### src/rtl/lcr580_pkg.sv
// Shared definitions for the LCR580 interrupt controller: FSM encoding and port map.
package lcr580_pkg;

  localparam int unsigned IRQ_IDX_W      = 3;
  localparam logic [7:0]  IRQ_PORT_BASE  = 8'hF0;
  localparam logic [7:0]  IRQ_EOI_OFFSET = 8'h01;

  typedef enum logic [1:0] {
    IRQ_IDLE = 2'd0,
    IRQ_REQ  = 2'd1,
    IRQ_WAIT = 2'd2
  } irq_state_e;

endpackage

### src/rtl/irq_prio_enc.sv
// Lowest-set-bit finder; bit 0 is the highest priority.
module irq_prio_enc
  import lcr580_pkg::*;
#(
  parameter int unsigned N = 8
) (
  input  logic [N-1:0]         req_i,
  output logic                 valid_o,
  output logic [IRQ_IDX_W-1:0] idx_o
);

  always_comb begin
    valid_o = |req_i;
    idx_o   = '0;
    for (int i = int'(N) - 1; i >= 0; i--) begin
      if (req_i[i]) idx_o = IRQ_IDX_W'(i);
    end
  end

endmodule

### src/rtl/irq_ctrl.sv
// Priority interrupt controller: latches source edges, arbitrates unmasked requests,
// hands one vector at a time to the CPU and tracks nested in-service levels until EOI.
module irq_ctrl
  import lcr580_pkg::*;
#(
  parameter int unsigned NSRC      = 8,
  parameter logic [7:0]  PORT_BASE = IRQ_PORT_BASE,
  parameter logic [3:0]  VEC_BASE  = 4'd0
) (
  input  logic            clock,
  input  logic            reset_n,
  input  logic            ce,
  input  logic [NSRC-1:0] src,
  input  logic [7:0]      address,
  input  logic [7:0]      out,
  input  logic            port_we,
  input  logic            port_rd,
  output logic [7:0]      port_in,
  input  logic            iff1,
  output logic            irq,
  output logic [3:0]      vector
);

  localparam logic [7:0] EOI_ADDR = PORT_BASE + IRQ_EOI_OFFSET;

  irq_state_e           state_q, state_d;
  logic [NSRC-1:0]      src_q, pending_q, pending_d, mask_q, mask_d, isv_q, isv_d;
  logic                 iff1_q, irq_q, irq_d;
  logic [3:0]           vector_q, vector_d;
  logic [IRQ_IDX_W-1:0] idx_q, idx_d;

  logic [NSRC-1:0]      isv_low_c, limit_c, eligible_c;
  logic                 arb_valid_c, eoi_valid_c, ack_c, live_c, mask_wr_c, eoi_wr_c;
  logic [IRQ_IDX_W-1:0] arb_idx_c, eoi_idx_c;
  logic                 port_rd_unused;

  assign port_rd_unused = port_rd;

  // Only sources strictly above the highest-priority in-service level may nest.
  assign isv_low_c  = isv_q & (~isv_q + NSRC'(1));
  assign limit_c    = (isv_q == '0) ? '1 : (isv_low_c - NSRC'(1));
  assign eligible_c = pending_q & ~mask_q & limit_c;

  assign mask_wr_c = port_we & (address == PORT_BASE);
  assign eoi_wr_c  = port_we & (address == EOI_ADDR);
  assign ack_c     = (state_q == IRQ_REQ) & iff1_q & ~iff1;
  assign live_c    = pending_q[idx_q] & ~mask_q[idx_q];

  irq_prio_enc #(.N(NSRC)) u_arb (
    .req_i   (eligible_c),
    .valid_o (arb_valid_c),
    .idx_o   (arb_idx_c)
  );

  irq_prio_enc #(.N(NSRC)) u_eoi (
    .req_i   (isv_q),
    .valid_o (eoi_valid_c),
    .idx_o   (eoi_idx_c)
  );

  always_ff @(posedge clock or negedge reset_n) begin
    if (!reset_n) begin
      state_q <= IRQ_IDLE;
    end else if (ce) begin
      state_q <= state_d;
    end
  end

  always_comb begin
    state_d = state_q;
    case (state_q)
      IRQ_IDLE: if (arb_valid_c) state_d = IRQ_REQ;
      IRQ_REQ: begin
        if (ack_c)        state_d = IRQ_WAIT;
        else if (!live_c) state_d = IRQ_IDLE;
      end
      IRQ_WAIT: state_d = IRQ_IDLE;
      default:  state_d = IRQ_IDLE;
    endcase
  end

  // Next values of the registered CPU-facing outputs; vector is frozen while in REQ.
  always_comb begin
    irq_d    = irq_q;
    vector_d = vector_q;
    idx_d    = idx_q;
    case (state_q)
      IRQ_IDLE: begin
        if (arb_valid_c) begin
          irq_d    = 1'b1;
          vector_d = VEC_BASE + 4'(arb_idx_c);
          idx_d    = arb_idx_c;
        end
      end
      IRQ_REQ:  if (ack_c || !live_c) irq_d = 1'b0;
      IRQ_WAIT: irq_d = 1'b0;
      default:  irq_d = 1'b0;
    endcase
  end

  // A new edge wins over the ack clear; EOI works on the pre-ack in-service value.
  always_comb begin
    pending_d = pending_q;
    isv_d     = isv_q;
    mask_d    = mask_wr_c ? out[NSRC-1:0] : mask_q;
    if (ack_c) pending_d[idx_q] = 1'b0;
    pending_d = pending_d | (src & ~src_q);
    if (eoi_wr_c && eoi_valid_c) isv_d[eoi_idx_c] = 1'b0;
    if (ack_c) isv_d[idx_q] = 1'b1;
  end

  always_ff @(posedge clock or negedge reset_n) begin
    if (!reset_n) begin
      src_q     <= '0;
      iff1_q    <= 1'b0;
      pending_q <= '0;
      mask_q    <= '1;
      isv_q     <= '0;
      irq_q     <= 1'b0;
      vector_q  <= 4'd0;
      idx_q     <= '0;
    end else if (ce) begin
      src_q     <= src;
      iff1_q    <= iff1;
      pending_q <= pending_d;
      mask_q    <= mask_d;
      isv_q     <= isv_d;
      irq_q     <= irq_d;
      vector_q  <= vector_d;
      idx_q     <= idx_d;
    end
  end

  always_comb begin
    port_in = 8'h00;
    if (address == PORT_BASE)     port_in[NSRC-1:0] = pending_q;
    else if (address == EOI_ADDR) port_in[NSRC-1:0] = isv_q;
  end

  assign irq    = irq_q;
  assign vector = vector_q;

endmodule

### config.mk
export PLATFORM = sky130hd
export DESIGN_NAME = irq_ctrl
export DESIGN_NICKNAME = d
export VERILOG_FILES = /design/src/rtl/lcr580_pkg.sv /design/src/rtl/irq_prio_enc.sv /design/src/rtl/irq_ctrl.sv
export SDC_FILE = /design/constraint.sdc
export NUM_CORES = 1
export LEC_CHECK = 0
export CELL_PAD_IN_SITES_DETAIL_PLACEMENT = 1
export CELL_PAD_IN_SITES_GLOBAL_PLACEMENT = 1
export CORE_ASPECT_RATIO = 0.8
export CORE_UTILIZATION = 39
export DETAILED_ROUTE_END_ITERATION = 8
export PLACE_DENSITY = 0.9
export SLEW_MARGIN = 15
export SYNTH_ARGS = -nofsm -noshare
export SYNTH_HDL_FRONTEND = slang
export SYNTH_HIERARCHICAL = 1
export SYNTH_SLANG_ARGS = --single-unit
### constraint.sdc
create_clock -name clock -period 2.8 [get_ports clock]
set_clock_uncertainty 0.05 [all_clocks]
set_input_delay 0.56 -clock clock [delete_from_list [all_inputs] [get_ports clock]]
set_output_delay 0.56 -clock clock [all_outputs]
set_load 0.05 [all_outputs]
==> impl_metrics.env <==
export IMPL_crit_path_start_kind="input pin"
export IMPL_clock_latency_ps=300
export IMPL_yosys_cell_types_count=45
export IMPL_synth_compound_area_frac=0.193
export IMPL_yosys_area_top_type="dfrtp_1"
export IMPL_synth_edf_count=0
export IMPL_drt_iter0_markers=147
export IMPL_crit_chain="clkdlybuf4s50_1, nor3_2, and3b_1, a22o_2, buf_12"
export IMPL_cpPeakStageDelay_ps=450
export IMPL_crit_slowest_cell="and3b_1"
export IMPL_finalSetupViolCount=0
export IMPL_hold_depth=1
export IMPL_numCtsBuffers=5
export IMPL_syn_inst=203
export IMPL_rr_endpoint="idx_q[2]$_DFFE_PN0P_"
export IMPL_ff2ff_path_depth=9
export IMPL_synth_top_cells_by_area="dfrtp_1 36%, dfstp_2 10%, o21ai_0 6.7%, mux2_2 5.9%, a22o_2 3.8%"
export IMPL_power_density_nw_per_um2=758
export IMPL_cp_required_ps=2190
export IMPL_worst_hold_slack_ps=396
export IMPL_min_path_type="flip-flop to flip-flop"
export IMPL_failed_checks="DRC"
export IMPL_max_freq_ghz=0.373
export IMPL_ys_warn_count=6
export IMPL_vias=1797
export IMPL_final_period_utilization=0.957
export IMPL_drc=12
export IMPL_critPathTopFamily="simple AND/OR/NAND/NOR gates"
export IMPL_netlist_area_um2=2100
export IMPL_antenna_found_initial=0
export IMPL_cts_tree="done"
export IMPL_end_kind="output port"
export IMPL_ys_seq_area_frac=0.458
export IMPL_finalMaxSlewViolations=0
export IMPL_cts_sinks=38
export IMPL_synth_nets=233
export IMPL_drive_gt1_frac=0.249
export IMPL_io_pins=43
export IMPL_cts_root_buf="clkbuf_8"
export IMPL_crit_buf_inv=2
export IMPL_synthMuxAreaShare=0.109
export IMPL_yosys_area_share_simple=0.191
export IMPL_syn2layout_area_growth_pct=31.0
export IMPL_hp_start="src_q[7]$_DFFE_PN0P_"
export IMPL_cts_resized=0
export IMPL_period_minus_slack_ps=2680
export IMPL_start_util=0.412
export IMPL_die_area_um2=5680
export IMPL_ir_drop_v=0.000333
export IMPL_holdBufCountCts=0
export IMPL_die_x_um=84.0
export IMPL_yosys_area_top_type_share=0.358
export IMPL_post_cts_setup_buffers=0
export IMPL_cp_max_fo=9
export IMPL_grt_ovfl_total=0
export IMPL_io_buffer_count=40
export IMPL_drt_total_wl_mm=5.86
export IMPL_ff2ff_setup_slack_ps=230
export IMPL_nets=278
export IMPL_first_pass_iters=7
export IMPL_post_place_ws_ps=146
export IMPL_ctsLongestPathBuffers=2
export IMPL_clkTransAtPathRegs_ps=70
export IMPL_synth_common_cells="30 x dfrtp_1, 28 x o21ai_0, 14 x nand2_1"
export IMPL_p_leak_uw=0.00110
export IMPL_whs_endpoint="pending_q[7]$_DFFE_PN0P_"
export IMPL_hold_viol=0
export IMPL_rsz0062_at_grt="false"
export IMPL_ant_nets=0
export IMPL_outcome="complete, but fails checks"
export IMPL_wl_per_cell_um=18.8
export IMPL_synth_most_common_cell="dfrtp_1"
export IMPL_ctsHtreeMaxLevel=2
export IMPL_coreArea_um2=5090
export IMPL_ys_ff_latch=38
export IMPL_place_congestion=0.908
export IMPL_reg2reg_from="isv_q[1]$_DFFE_PN0P_"
export IMPL_crit_type="input pin to output port"
export IMPL_fin_util=0.540
export IMPL_grt_usage=0.222
export IMPL_slew_headroom=0.381
export IMPL_grt_max_degree=39
export IMPL_synth_top_family_by_area="compound AO/OA/AOI/OAI gates"
export IMPL_synth_fa_ha_area_frac=0
export IMPL_synth_avg_cell_area_um2=10.3
export IMPL_avgViaCountPerCell=5.78
export IMPL_place_hpwl_mm=4.27
export IMPL_worst_pin_slew_ps=916
export IMPL_crit_arrival_ps=2070
export IMPL_maxCapViolCount=0
export IMPL_grt_pass1_vias=1885
export IMPL_setup_tns_ps=0
export IMPL_std_cell_rows=23
export IMPL_worst_slack_ps=120
export IMPL_grt_pass1_wl_mm=9.59
export IMPL_synthFlopType="dfrtp_1"
export IMPL_yosys_area_share_xor_xnor=0
export IMPL_diodes=0
export IMPL_synthArstFlopShare=1.00
export IMPL_die_h_um=67.6
-- power by group --
| part | total, uW | switching [uW] | internal, uW |
|---|---|---|---|
| sequential | 839 | 189 | 649 |
| clock | 410 | 212 | 198 |
| combinational | 834 | 454 | 381 |
-- metal layers --
| metal | global-route usage | vias up | part of all wire |
|---|---|---|---|
| li1 | - | 836 | - |
| met2 | 0.391 | 67 | 0.47 |
| met3 | 0.0440 | 9 | 0.067 |
| met4 | 0.0496 | 0 | 0.0094 |
| met5 | 0 | - | 0 |
| met1 | 0.286 | 885 | 0.45 |
-- area by class of cell --
class / count / area, um2
Tap cell: 62 / 77.6
Inverter: 12 / 45.0
Sequential cell: 38 / 961
Timing Repair Buffer: 47 / 533
Clock inverter: 2 / 12.5
Fill cell: 558 / 2340
Multi-Input combinational cell: 144 / 1040
Clock buffer: 6 / 82.6
-- sequential cells by signal, indices dropped and copies added (netlist names) --
name / cells
idx_q: 3
iff1_q: 1
irq: 1
isv_q: 8
mask_q: 8
pending_q: 8
src_q: 8
state_q: 1
-- through the flow --
| stage | power (uW) | cell area (um2) | std cells |
|---|---|---|---|
| after floorplan | 1350 | 2100 | 203 |
| after global placement | 1610 | 2650 | 303 |
| after detailed placement | 1650 | 2650 | 303 |
| after CTS | 2070 | 2750 | 311 |
| after global routing | 2190 | 2750 | 311 |
| final | 2080 | 2750 | 311 |
-- worst reg2reg max path, delay by kind of cell, from the launching register on --
family / cells / cell delay (ps)
buf+inv: 1 / 180
mux: 1 / 330
flops: 1 / 490
simple gates: 7 / 1410
-- logic make-up after synthesis --
logic type / count (synthesis)
compound gates: 63
buf+inv: 21
flops: 38
mux: 19
other cells: 1
simple gates: 61
-- cell usage in the layout, fill, tap and decap left out, types with 3 or more instances in the layout --
master	Yosys	routed
clkdlybuf4s50_1	0	32
o21ai_1	8	8
clkbuf_8	0	6
nand2b_1	3	3
mux2_2	11	11
nor2b_1	3	3
dfrtp_1	30	30
o31ai_1	3	3
nor4_2	3	3
buf_12	0	8
nor2_1	9	9
dfstp_2	8	8
nand3_1	5	5
nand2_1	14	14
and3b_1	4	4
o21ai_0	28	28
o41ai_1	7	7
buf_4	3	7
mux2i_1	6	6
a22o_2	8	8
inv_1	12	12
a21oi_1	3	3
-- worst max-delay path by stage --
stage,cells past startpoint,to,from,slack (ps)
floorplan,7,idx_q[0]$_DFFE_PN0P_,isv_q[2]$_DFFE_PN0P_,280
global route,5,port_in[1],address[1],30
finish,5,port_in[4],address[1],120
CTS,5,port_in[1],address[6],130
global placement,5,port_in[5],address[6],170
detailed placement,5,port_in[1],address[6],150
Power figures use the tool's default switching activity.
